`src/rtl/alu_share_arbiter_pkg.sv`:
```
// Shared constants for the EX-stage ALU sharing arbiter: ALU op codes, FSM states, arbitration
// modes.
package alu_share_arbiter_pkg;

  localparam logic [3:0] ALU_ADD  = 4'h0;
  localparam logic [3:0] ALU_SUB  = 4'h1;
  localparam logic [3:0] ALU_AND  = 4'h2;
  localparam logic [3:0] ALU_OR   = 4'h3;
  localparam logic [3:0] ALU_XOR  = 4'h4;
  localparam logic [3:0] ALU_SLL  = 4'h5;
  localparam logic [3:0] ALU_SRL  = 4'h6;
  localparam logic [3:0] ALU_SRA  = 4'h7;
  localparam logic [3:0] ALU_SLT  = 4'h8;
  localparam logic [3:0] ALU_SLTU = 4'h9;

  localparam int unsigned ARB_RR    = 0;
  localparam int unsigned ARB_FIXED = 1;

  typedef enum logic [1:0] {
    ArbIdle = 2'd0,
    ArbExec = 2'd1,
    ArbResp = 2'd2
  } arb_state_e;

endpackage

```
`src/rtl/alu_share_arbiter_if.sv`:
```
// Request, ALU and response signals of the ALU sharing arbiter. The slave modport is the
// arbiter's view; master is the surrounding requesters, ALU and consumer.
interface alu_share_arbiter_if #(
  parameter int unsigned XLEN  = 32,
  parameter int unsigned TAG_W = 4
);
  logic             req0_valid;
  logic             req0_ready;
  logic [3:0]       req0_op;
  logic [XLEN-1:0]  req0_a;
  logic [XLEN-1:0]  req0_b;
  logic [TAG_W-1:0] req0_tag;
  logic             req1_valid;
  logic             req1_ready;
  logic [3:0]       req1_op;
  logic [XLEN-1:0]  req1_a;
  logic [XLEN-1:0]  req1_b;
  logic [TAG_W-1:0] req1_tag;
  logic [3:0]       alu_op;
  logic [XLEN-1:0]  alu_a;
  logic [XLEN-1:0]  alu_b;
  logic [XLEN-1:0]  alu_result;
  logic             rsp_valid;
  logic             rsp_ready;
  logic [XLEN-1:0]  rsp_data;
  logic             rsp_src;
  logic [TAG_W-1:0] rsp_tag;
  logic             busy;

  modport slave (
    input  req0_valid, req0_op, req0_a, req0_b, req0_tag,
    input  req1_valid, req1_op, req1_a, req1_b, req1_tag,
    output req0_ready, req1_ready,
    output alu_op, alu_a, alu_b,
    input  alu_result,
    output rsp_valid, rsp_data, rsp_src, rsp_tag,
    input  rsp_ready,
    output busy
  );

  modport master (
    output req0_valid, req0_op, req0_a, req0_b, req0_tag,
    output req1_valid, req1_op, req1_a, req1_b, req1_tag,
    input  req0_ready, req1_ready,
    input  alu_op, alu_a, alu_b,
    output alu_result,
    input  rsp_valid, rsp_data, rsp_src, rsp_tag,
    output rsp_ready,
    input  busy
  );
endinterface

```
`src/rtl/alu_share_arbiter_rr_arbiter2.sv`:
```
// Two-way grant logic: round-robin pointer or fixed priority with an anti-starvation counter.
// Grants only while en is high; state advances only on an actual grant.
module alu_share_arbiter_rr_arbiter2
  import alu_share_arbiter_pkg::*;
#(
  parameter int unsigned ARB_MODE = ARB_RR,
  parameter int unsigned MAX_WAIT = 4
) (
  input  logic       clk,
  input  logic       rst,
  input  logic [1:0] req,
  input  logic       en,
  output logic [1:0] gnt
);
  localparam int unsigned CntW = $clog2(MAX_WAIT + 1);
  localparam logic [CntW-1:0] WaitMax = CntW'(MAX_WAIT);

  logic            rr_ptr_q, rr_ptr_d;
  logic [CntW-1:0] wait_cnt_q, wait_cnt_d;

  always_comb begin
    gnt        = 2'b00;
    rr_ptr_d   = rr_ptr_q;
    wait_cnt_d = wait_cnt_q;
    if (en) begin
      unique case (req)
        2'b01:   gnt = 2'b01;
        2'b10:   gnt = 2'b10;
        2'b11: begin
          if (ARB_MODE == ARB_FIXED) gnt = (wait_cnt_q == WaitMax) ? 2'b10 : 2'b01;
          else                       gnt = rr_ptr_q ? 2'b10 : 2'b01;
        end
        default: gnt = 2'b00;
      endcase
    end
    // Pointer always moves to the port that was not just served.
    if (gnt != 2'b00) rr_ptr_d = gnt[0];
    if (!req[1] || gnt[1]) begin
      wait_cnt_d = '0;
    end else if (gnt[0] && (wait_cnt_q != WaitMax)) begin
      wait_cnt_d = wait_cnt_q + 1'b1;
    end
  end

  always_ff @(posedge clk) begin
    if (rst) begin
      rr_ptr_q   <= 1'b0;
      wait_cnt_q <= '0;
    end else begin
      rr_ptr_q   <= rr_ptr_d;
      wait_cnt_q <= wait_cnt_d;
    end
  end
endmodule

```
`src/rtl/alu_share_arbiter.sv`:
```
// Shares one combinational ALU between the execute path (port 0) and an auxiliary unit
// (port 1): grant, register operands, capture the result, return it with source and tag.
module alu_share_arbiter
  import alu_share_arbiter_pkg::*;
#(
  parameter int unsigned XLEN     = 32,
  parameter int unsigned TAG_W    = 4,
  parameter int unsigned ARB_MODE = ARB_RR,
  parameter int unsigned MAX_WAIT = 4
) (
  input logic               clk,
  input logic               rst,
  alu_share_arbiter_if.slave bus
);
  arb_state_e       state_q, state_d;
  logic [1:0]       gnt;
  logic             grant_en;
  logic [3:0]       alu_op_q;
  logic [XLEN-1:0]  alu_a_q, alu_b_q;
  logic [TAG_W-1:0] tag_q;
  logic             src_q;
  logic             rsp_valid_q;
  logic [XLEN-1:0]  rsp_data_q;
  logic             rsp_src_q;
  logic [TAG_W-1:0] rsp_tag_q;

  // Reset suppresses any grant so no ready pulse escapes during a flush.
  assign grant_en = !rst && ((state_q == ArbIdle) || ((state_q == ArbResp) && bus.rsp_ready));

  alu_share_arbiter_rr_arbiter2 #(
    .ARB_MODE (ARB_MODE),
    .MAX_WAIT (MAX_WAIT)
  ) u_arb (
    .clk (clk),
    .rst (rst),
    .req ({bus.req1_valid, bus.req0_valid}),
    .en  (grant_en),
    .gnt (gnt)
  );

  always_comb begin
    state_d = state_q;
    unique case (state_q)
      ArbIdle: if (gnt != 2'b00) state_d = ArbExec;
      ArbExec: state_d = ArbResp;
      ArbResp: if (bus.rsp_ready) state_d = (gnt != 2'b00) ? ArbExec : ArbIdle;
      default: state_d = ArbIdle;
    endcase
  end

  always_ff @(posedge clk) begin
    if (rst) begin
      state_q     <= ArbIdle;
      alu_op_q    <= ALU_ADD;
      alu_a_q     <= '0;
      alu_b_q     <= '0;
      tag_q       <= '0;
      src_q       <= 1'b0;
      rsp_valid_q <= 1'b0;
      rsp_data_q  <= '0;
      rsp_src_q   <= 1'b0;
      rsp_tag_q   <= '0;
    end else begin
      state_q <= state_d;
      if (gnt != 2'b00) begin
        alu_op_q <= gnt[1] ? bus.req1_op  : bus.req0_op;
        alu_a_q  <= gnt[1] ? bus.req1_a   : bus.req0_a;
        alu_b_q  <= gnt[1] ? bus.req1_b   : bus.req0_b;
        tag_q    <= gnt[1] ? bus.req1_tag : bus.req0_tag;
        src_q    <= gnt[1];
      end
      if (state_q == ArbExec) begin
        rsp_valid_q <= 1'b1;
        rsp_data_q  <= bus.alu_result;
        rsp_src_q   <= src_q;
        rsp_tag_q   <= tag_q;
      end else if ((state_q == ArbResp) && bus.rsp_ready) begin
        rsp_valid_q <= 1'b0;
      end
    end
  end

  assign bus.req0_ready = gnt[0];
  assign bus.req1_ready = gnt[1];
  assign bus.alu_op     = alu_op_q;
  assign bus.alu_a      = alu_a_q;
  assign bus.alu_b      = alu_b_q;
  assign bus.rsp_valid  = rsp_valid_q;
  assign bus.rsp_data   = rsp_data_q;
  assign bus.rsp_src    = rsp_src_q;
  assign bus.rsp_tag    = rsp_tag_q;
  assign bus.busy       = (state_q != ArbIdle);
endmodule

```
`src/flat_wrapper.sv`:
```
// flat-port wrapper written by rule: the top's interface ports become plain ports
module alu_share_arbiter_flat import alu_share_arbiter_pkg::*;
#(
  parameter int unsigned XLEN     = 32,
  parameter int unsigned TAG_W    = 4,
  parameter int unsigned ARB_MODE = ARB_RR,
  parameter int unsigned MAX_WAIT = 4
)
  (clk, rst, bus_req0_valid, bus_req0_op, bus_req0_a, bus_req0_b, bus_req0_tag, bus_req1_valid, bus_req1_op, bus_req1_a, bus_req1_b, bus_req1_tag, bus_req0_ready, bus_req1_ready, bus_alu_op, bus_alu_a, bus_alu_b, bus_alu_result, bus_rsp_valid, bus_rsp_data, bus_rsp_src, bus_rsp_tag, bus_rsp_ready, bus_busy);
  alu_share_arbiter_if #(.XLEN(XLEN), .TAG_W(TAG_W)) bus_i ();
  input logic clk;
  input logic rst;
  input wire logic [$bits(bus_i.req0_valid)-1:0] bus_req0_valid;
  input wire logic [$bits(bus_i.req0_op)-1:0] bus_req0_op;
  input wire logic [$bits(bus_i.req0_a)-1:0] bus_req0_a;
  input wire logic [$bits(bus_i.req0_b)-1:0] bus_req0_b;
  input wire logic [$bits(bus_i.req0_tag)-1:0] bus_req0_tag;
  input wire logic [$bits(bus_i.req1_valid)-1:0] bus_req1_valid;
  input wire logic [$bits(bus_i.req1_op)-1:0] bus_req1_op;
  input wire logic [$bits(bus_i.req1_a)-1:0] bus_req1_a;
  input wire logic [$bits(bus_i.req1_b)-1:0] bus_req1_b;
  input wire logic [$bits(bus_i.req1_tag)-1:0] bus_req1_tag;
  output wire logic [$bits(bus_i.req0_ready)-1:0] bus_req0_ready;
  output wire logic [$bits(bus_i.req1_ready)-1:0] bus_req1_ready;
  output wire logic [$bits(bus_i.alu_op)-1:0] bus_alu_op;
  output wire logic [$bits(bus_i.alu_a)-1:0] bus_alu_a;
  output wire logic [$bits(bus_i.alu_b)-1:0] bus_alu_b;
  input wire logic [$bits(bus_i.alu_result)-1:0] bus_alu_result;
  output wire logic [$bits(bus_i.rsp_valid)-1:0] bus_rsp_valid;
  output wire logic [$bits(bus_i.rsp_data)-1:0] bus_rsp_data;
  output wire logic [$bits(bus_i.rsp_src)-1:0] bus_rsp_src;
  output wire logic [$bits(bus_i.rsp_tag)-1:0] bus_rsp_tag;
  input wire logic [$bits(bus_i.rsp_ready)-1:0] bus_rsp_ready;
  output wire logic [$bits(bus_i.busy)-1:0] bus_busy;
  assign bus_i.req0_valid = bus_req0_valid;
  assign bus_i.req0_op = bus_req0_op;
  assign bus_i.req0_a = bus_req0_a;
  assign bus_i.req0_b = bus_req0_b;
  assign bus_i.req0_tag = bus_req0_tag;
  assign bus_i.req1_valid = bus_req1_valid;
  assign bus_i.req1_op = bus_req1_op;
  assign bus_i.req1_a = bus_req1_a;
  assign bus_i.req1_b = bus_req1_b;
  assign bus_i.req1_tag = bus_req1_tag;
  assign bus_req0_ready = bus_i.req0_ready;
  assign bus_req1_ready = bus_i.req1_ready;
  assign bus_alu_op = bus_i.alu_op;
  assign bus_alu_a = bus_i.alu_a;
  assign bus_alu_b = bus_i.alu_b;
  assign bus_i.alu_result = bus_alu_result;
  assign bus_rsp_valid = bus_i.rsp_valid;
  assign bus_rsp_data = bus_i.rsp_data;
  assign bus_rsp_src = bus_i.rsp_src;
  assign bus_rsp_tag = bus_i.rsp_tag;
  assign bus_i.rsp_ready = bus_rsp_ready;
  assign bus_busy = bus_i.busy;
  alu_share_arbiter #(.XLEN(XLEN), .TAG_W(TAG_W), .ARB_MODE(ARB_MODE), .MAX_WAIT(MAX_WAIT)) u_core (.clk(clk), .rst(rst), .bus(bus_i));
endmodule
```
`config.mk`:
```
export PLATFORM = sky130hd
export DESIGN_NAME = alu_share_arbiter_flat
export DESIGN_NICKNAME = d
export VERILOG_FILES = /design/src/rtl/alu_share_arbiter_pkg.sv /design/src/rtl/alu_share_arbiter_if.sv /design/src/rtl/alu_share_arbiter_rr_arbiter2.sv /design/src/rtl/alu_share_arbiter.sv /design/src/flat_wrapper.sv
export SDC_FILE = /design/constraint.sdc
export NUM_CORES = 1
export LEC_CHECK = 0
export ABC_AREA = 1
export CAP_MARGIN = 25
export CELL_PAD_IN_SITES_DETAIL_PLACEMENT = 2
export CELL_PAD_IN_SITES_GLOBAL_PLACEMENT = 2
export CORE_MARGIN = 2
export CORE_UTILIZATION = 31
export DETAILED_ROUTE_END_ITERATION = 7
export DONT_BUFFER_PORTS = 1
export GPL_TIMING_DRIVEN = 0
export PLACE_DENSITY_LB_ADDON = 0.1
export SLEW_MARGIN = 30
export SYNTH_ARGS = -nofsm -noshare
export SYNTH_HDL_FRONTEND = slang
export SYNTH_SLANG_ARGS = --single-unit
```
`constraint.sdc`:
```
create_clock -name clk -period 1.45 [get_ports clk]
set_input_delay 0.2175 -clock clk [delete_from_list [all_inputs] [get_ports clk]]
set_output_delay 0.2175 -clock clk [all_outputs]
set_load 0.01 [all_outputs]
```
After elaboration in Yosys (flattened, before gate mapping)
Index checks and enable logic that the tools add are counted.

Register bits: 114. Input bits: 181. Output and inout port bits: 109. Word-level logic and storage cells: 40.

Eq/ne operators: 7. Mux-type cells: 13. Reduce and logical (&&, ||, !) cells: 9.

Operators by type and width (count): $mux W32 (2); $pmux W2 S3 (2); $mux W2 (4); $mux W4 (2); $eq A2 B2 Y1 const B (3); $reduce_bool A2 Y1 (3); $eq A2 B1 Y1 const B (2); $ne A2 B2 Y1 const B (2); $mux W1 (3); $logic_and A1 B1 Y1 (2); $logic_not A2 Y1 (1); $reduce_and A2 Y1 (1); $logic_not A1 Y1 (1); $logic_or A1 B1 Y1 (1).

Longest topological paths before layout
Depth after elaboration: 9. Depth in mapped cells: 11. Depth with buffers taken out: 9.

Hierarchy
From an unflattened synthesis, not the netlist that was laid out.

Cell total of the unflattened synthesis: 738. Area total of the unflattened synthesis: 5017.3 sq um.

By module, submodules not included: alu_share_arbiter (instances 1, cells each 727, area an instance 4951.0 sq um, seq. area each 2262.2 sq um); alu_share_arbiter_rr_arbiter2 (instances 1, cells each 11, area an instance 66.3 sq um, seq. area each 20.0 sq um).

Least setup slack after synthesis
OpenSTA, ideal clock, no wires.

Path kind: reg2out. Start: reg u_core.u_arb.rr_ptr_q. End: out bus_req1_ready. Data arrival time: 1.107 ns. Required time: 1.233 ns. Setup slack: 0.126 ns. Cell stages (with the launch flop): 7. Buffers on the path: 2. Cell sequence: dfxtp_1 inv_1 a21oi_4 nand2_1 buf_2 buf_2 inv_1.

Cells in the longest elaborated chain, start to end: 3.

Ends and longest elaborated chain: start: declaration (line alu_share_arbiter_rr_arbiter2.sv:18) `logic rr_ptr_q, rr_ptr_d;`; start signal: assignment (line alu_share_arbiter_rr_arbiter2.sv:50) `rr_ptr_q <= rr_ptr_d;`; $mux W2 (line alu_share_arbiter_rr_arbiter2.sv:31) `else gnt = rr_ptr_q ? 2'b10 : 2'b01;`; $pmux W2 S3 (line alu_share_arbiter_rr_arbiter2.sv:26) `unique case (req)`; $mux W2 (line alu_share_arbiter_rr_arbiter2.sv:25) `if (en) begin`; end: declaration (line flat_wrapper.sv:24) `output wire logic [$bits(bus_i.req1_ready)-1:0] bus_req1_ready;`.

No other way between the ends.

Worst setup path in the final report
Start: reg u_core.state_q[0]. End: out bus_req1_ready.

Cells in the longest elaborated chain, start to end: 5. Elaborated cells between the ends (all ways): 6. Classes of those cells: 1 x eq/ne; 1 x mux; 4 x reduce/logical.

Ends and longest elaborated chain: start: declaration (line alu_share_arbiter.sv:15) `arb_state_e state_q, state_d;`; start signal: assignment (line alu_share_arbiter.sv:53) `state_q <= ArbIdle;`; start signal: assignment (line alu_share_arbiter.sv:64) `state_q <= state_d;`; $eq A2 B2 Y1 (line alu_share_arbiter.sv:28) `assign grant_en = !rst && ((state_q == ArbIdle) || ((state_q == ArbResp) && bus.rsp_ready));`; $logic_and A1 B1 Y1 (line alu_share_arbiter.sv:28); $logic_or A1 B1 Y1 * (line alu_share_arbiter.sv:28); $logic_and A1 B1 Y1 * (line alu_share_arbiter.sv:28); $mux W2 * (line alu_share_arbiter_rr_arbiter2.sv:25).

Every way passes the cells marked *; elsewhere a longest branch is shown, timed or not.

==> flow_metrics.env <==
export IMPL_row_count=47
export IMPL_ioPinCount=290
export IMPL_grt_busiest_layer="met2"
export IMPL_p_leak_nw=3.32
export IMPL_cts_tree="done"
export IMPL_fin_skew_ns=0.0112
export IMPL_area_growth_pct=30.5
export IMPL_syn_area_sq_um=5280
export IMPL_finalPower_mw=9.62
export IMPL_met3_usage_pct=8.52
export IMPL_synthFlopType="dfxtp_1"
export IMPL_firstDrtPassIters=4
export IMPL_postSynthNetCount=992
export IMPL_drt_first_iter_violations=97
export IMPL_rsz0062_at_grt="true"
export IMPL_die_area_sq_um=18100
export IMPL_min_path_type="in2reg"
export IMPL_violations="setup timing"
export IMPL_place_hpwl_um=15000
export IMPL_first_global_vias=6305
export IMPL_grt_max_degree=17
export IMPL_clockBufferDepth=2
export IMPL_met1_usage_pct=24.0
export IMPL_clock_sinks=114
export IMPL_irDropWorstVdd_v=0.000827
export IMPL_crit_fanout=3
export IMPL_finalNetCount=1065
export IMPL_initial_core_util_pct=31.7
export IMPL_grtUsageMet2_pct=43.5
export IMPL_grt_ovfl_total=0
export IMPL_synth_compound_area_share_pct=11.9
export IMPL_period_share_pct=108
export IMPL_synthTopCellsByCount="inv_1, nand2_1, nand3_1"
export IMPL_synth_edff_count=0
export IMPL_n_antenna_cell=0
export IMPL_netlist_instances=811
export IMPL_placeableCoreArea_sq_um=16600
export IMPL_synth_xor_area_share_pct=0
export IMPL_antenna_found_initial=0
export IMPL_ant_nets=0
export IMPL_synth_simple_area_share_pct=29.3
export IMPL_grt_pass1_wl_um=33100
export IMPL_tightest_slew_ns=0.590
export IMPL_synth_warning_count=0
export IMPL_powerDensity_nw_per_um2=1400
export IMPL_vias_per_cell=5.03
export IMPL_nFillCells=1993
export IMPL_slew_viol_final=0
export IMPL_grt_use_total_pct=23.4
export IMPL_ctsHtreeMaxLevel=4
export IMPL_worst_setup_path_end_kind="output port"
export IMPL_dieWidth_um=134
export IMPL_syn_area_per_cell_sq_um=6.51
export IMPL_ys_ff_latch=114
export IMPL_layout_drive_gt1_share_pct=11.9
export IMPL_fp_dieH_um=134
export IMPL_yosysMostFrequentCell="inv_1"
export IMPL_max_cap_violations=0
export IMPL_wl_um=21300
export IMPL_path_class="reg2out"
export IMPL_finalWorstSetupSlack_ns=-0.111
export IMPL_cts_buffers=17
export IMPL_drcViolationCount=0
export IMPL_utilization_pct=41.4
export IMPL_vias=5619
export IMPL_yosys_area_top_type="dfxtp_1"
export IMPL_max_slew_margin_pct=60.7
export IMPL_synth_top_area_share_pct=43.2
export IMPL_cts_clk_slew_worst_paths_ns=0.06
export IMPL_clockRootBuffer="clkbuf_16"
export IMPL_worstPathArrival_ns=1.34
export IMPL_status="finished with violations"
export IMPL_start_kind="flop"
export IMPL_async_reset_ff_share_pct=0
export IMPL_post_drt_wl_per_cell_um=19.1
export IMPL_setup_viol=8
export IMPL_synth_area_mux_share_pct=0
export IMPL_period_needed_ns=1.56
export IMPL_synthAdderAreaFrac_pct=0
export IMPL_numPortBuffers=0
export IMPL_gp_congestion=0.812
export IMPL_synth_top_family_by_area="simple AND/OR/NAND/NOR gates"
export IMPL_hold_viol_final=0
export IMPL_ys_seq_area_share_pct=43.2
export IMPL_crit_required_ns=1.23
export IMPL_fmax_ghz=0.640
export IMPL_yosysUniqueCellTypes=16
export IMPL_clock_latency_ns=0.42
export IMPL_fin_setup_tns_ns=-0.299
export IMPL_synthTopCellsByArea="dfxtp_1, nand3_1, inv_1"
-- cell type report --
| cell class | count | area, sq um | area share [%] |
|---|---|---|---|
| repair buffers | 55 | 524 | 7.61 |
| plain buffers | 55 | 375 | 5.45 |
| clock inverters | 14 | 179 | 2.60 |
| well taps | 220 | 275 | 4.00 |
| multi-input cells | 486 | 2220 | 32.3 |
| clock buffers | 18 | 439 | 6.38 |
| inverters | 155 | 587 | 8.52 |
| flip-flops and latches | 114 | 2290 | 33.2 |
-- cells in the final DEF (no fill, tap or decap), types with 17 or more instances in the layout --
| cell type | netlist | routed |
|---|---|---|
| clkbuf_16 | 0 | 17 |
| a21oi_1 | 79 | 77 |
| dfxtp_1 | 114 | 111 |
| o21ai_1 | 17 | 17 |
| inv_1 | 154 | 150 |
| o21ai_0 | 22 | 22 |
| nand2_1 | 152 | 147 |
| buf_4 | 0 | 17 |
| dlygate4sd3_1 | 0 | 43 |
| nor2_1 | 67 | 66 |
| nand3_1 | 145 | 143 |
-- registers in the layout (all words and copies together), names as in the netlist --
| name | flops |
|---|---|
| u_core.tag_q | 4 |
| u_core.state_q | 2 |
| u_core.u_arb.rr_ptr_q | 1 |
| u_core.bus.alu_a | 32 |
| u_core.bus.rsp_src | 1 |
| u_core.src_q | 1 |
| u_core.bus.alu_op | 4 |
| u_core.bus.rsp_valid | 1 |
| u_core.bus.rsp_tag | 4 |
| u_core.bus.rsp_data | 32 |
| u_core.bus.alu_b | 32 |
-- where the power goes --
| part | total [mW] | internal (mW) | switching (mW) | leakage [nW] |
|---|---|---|---|---|
| clock network | 4.40 | 2.78 | 1.62 | 0.306 |
| registers | 3.81 | 3.44 | 0.371 | 0.942 |
| logic | 1.41 | 0.552 | 0.863 | 2.08 |
| total | 9.62 | 6.76 | 2.86 | 3.32 |
-- per-layer routing --
layer	vias up	routed length (um)
met3	36	1790
met2	208	11200
met1	2700	7750
met5	-	0
met4	0	564
li1	2675	-
-- per-stage QoR --
step	instance area (sq um)	worst slack, ns	hold WS [ns]	instances
2_1_floorplan	5280	0.126	0.329	811
5_1_grt	6890	-0.201	0.0225	1117
3_3_place_gp	5550	-0.381	0.334	1031
6_report	6890	-0.111	0.00948	1117
3_5_place_dp	5550	-0.437	0.347	1031
4_1_cts	6820	-0.137	0.000244	1117
-- critical path: stages, from the launching register on --
cell     delay, ns
dfxtp_2       0.33
nor2_4        0.10
nand2_2       0.07
inv_2         0.07
nand2_2       0.06
buf_6         0.13
buf_8         0.12
inv_6         0.05
-- worst paths after layout --
kind	startpoint	to	slack, ns	cells after the start
worst max-delay path	u_core.state_q[0]	bus_req1_ready	-0.11	7
worst min-delay path	bus_req0_a[27]	u_core.bus.alu_a[27]	0.009	4
worst max register to register	u_core.state_q[0]	u_core.bus.alu_b[24]	-0.03	11
worst min register to register	u_core.tag_q[0]	u_core.bus.rsp_tag[0]	0.47	2
-- logic make-up (layout without fill, tap and decap cells) --
| group | Yosys count | count (layout) |
|---|---|---|
| simple gates | 364 | 364 |
| flops | 114 | 114 |
| buf+inv | 211 | 297 |
| compound gates | 122 | 122 |
-- timing repair --
item,CTS,global route
endpoints found under the hold margin,43,0
endpoints found under the setup margin,102,109
hold buffers,43,0
setup buffers,12,0
gates resized for setup,58,41
pin swaps,5,1
Power figures use the tool's default switching activity.
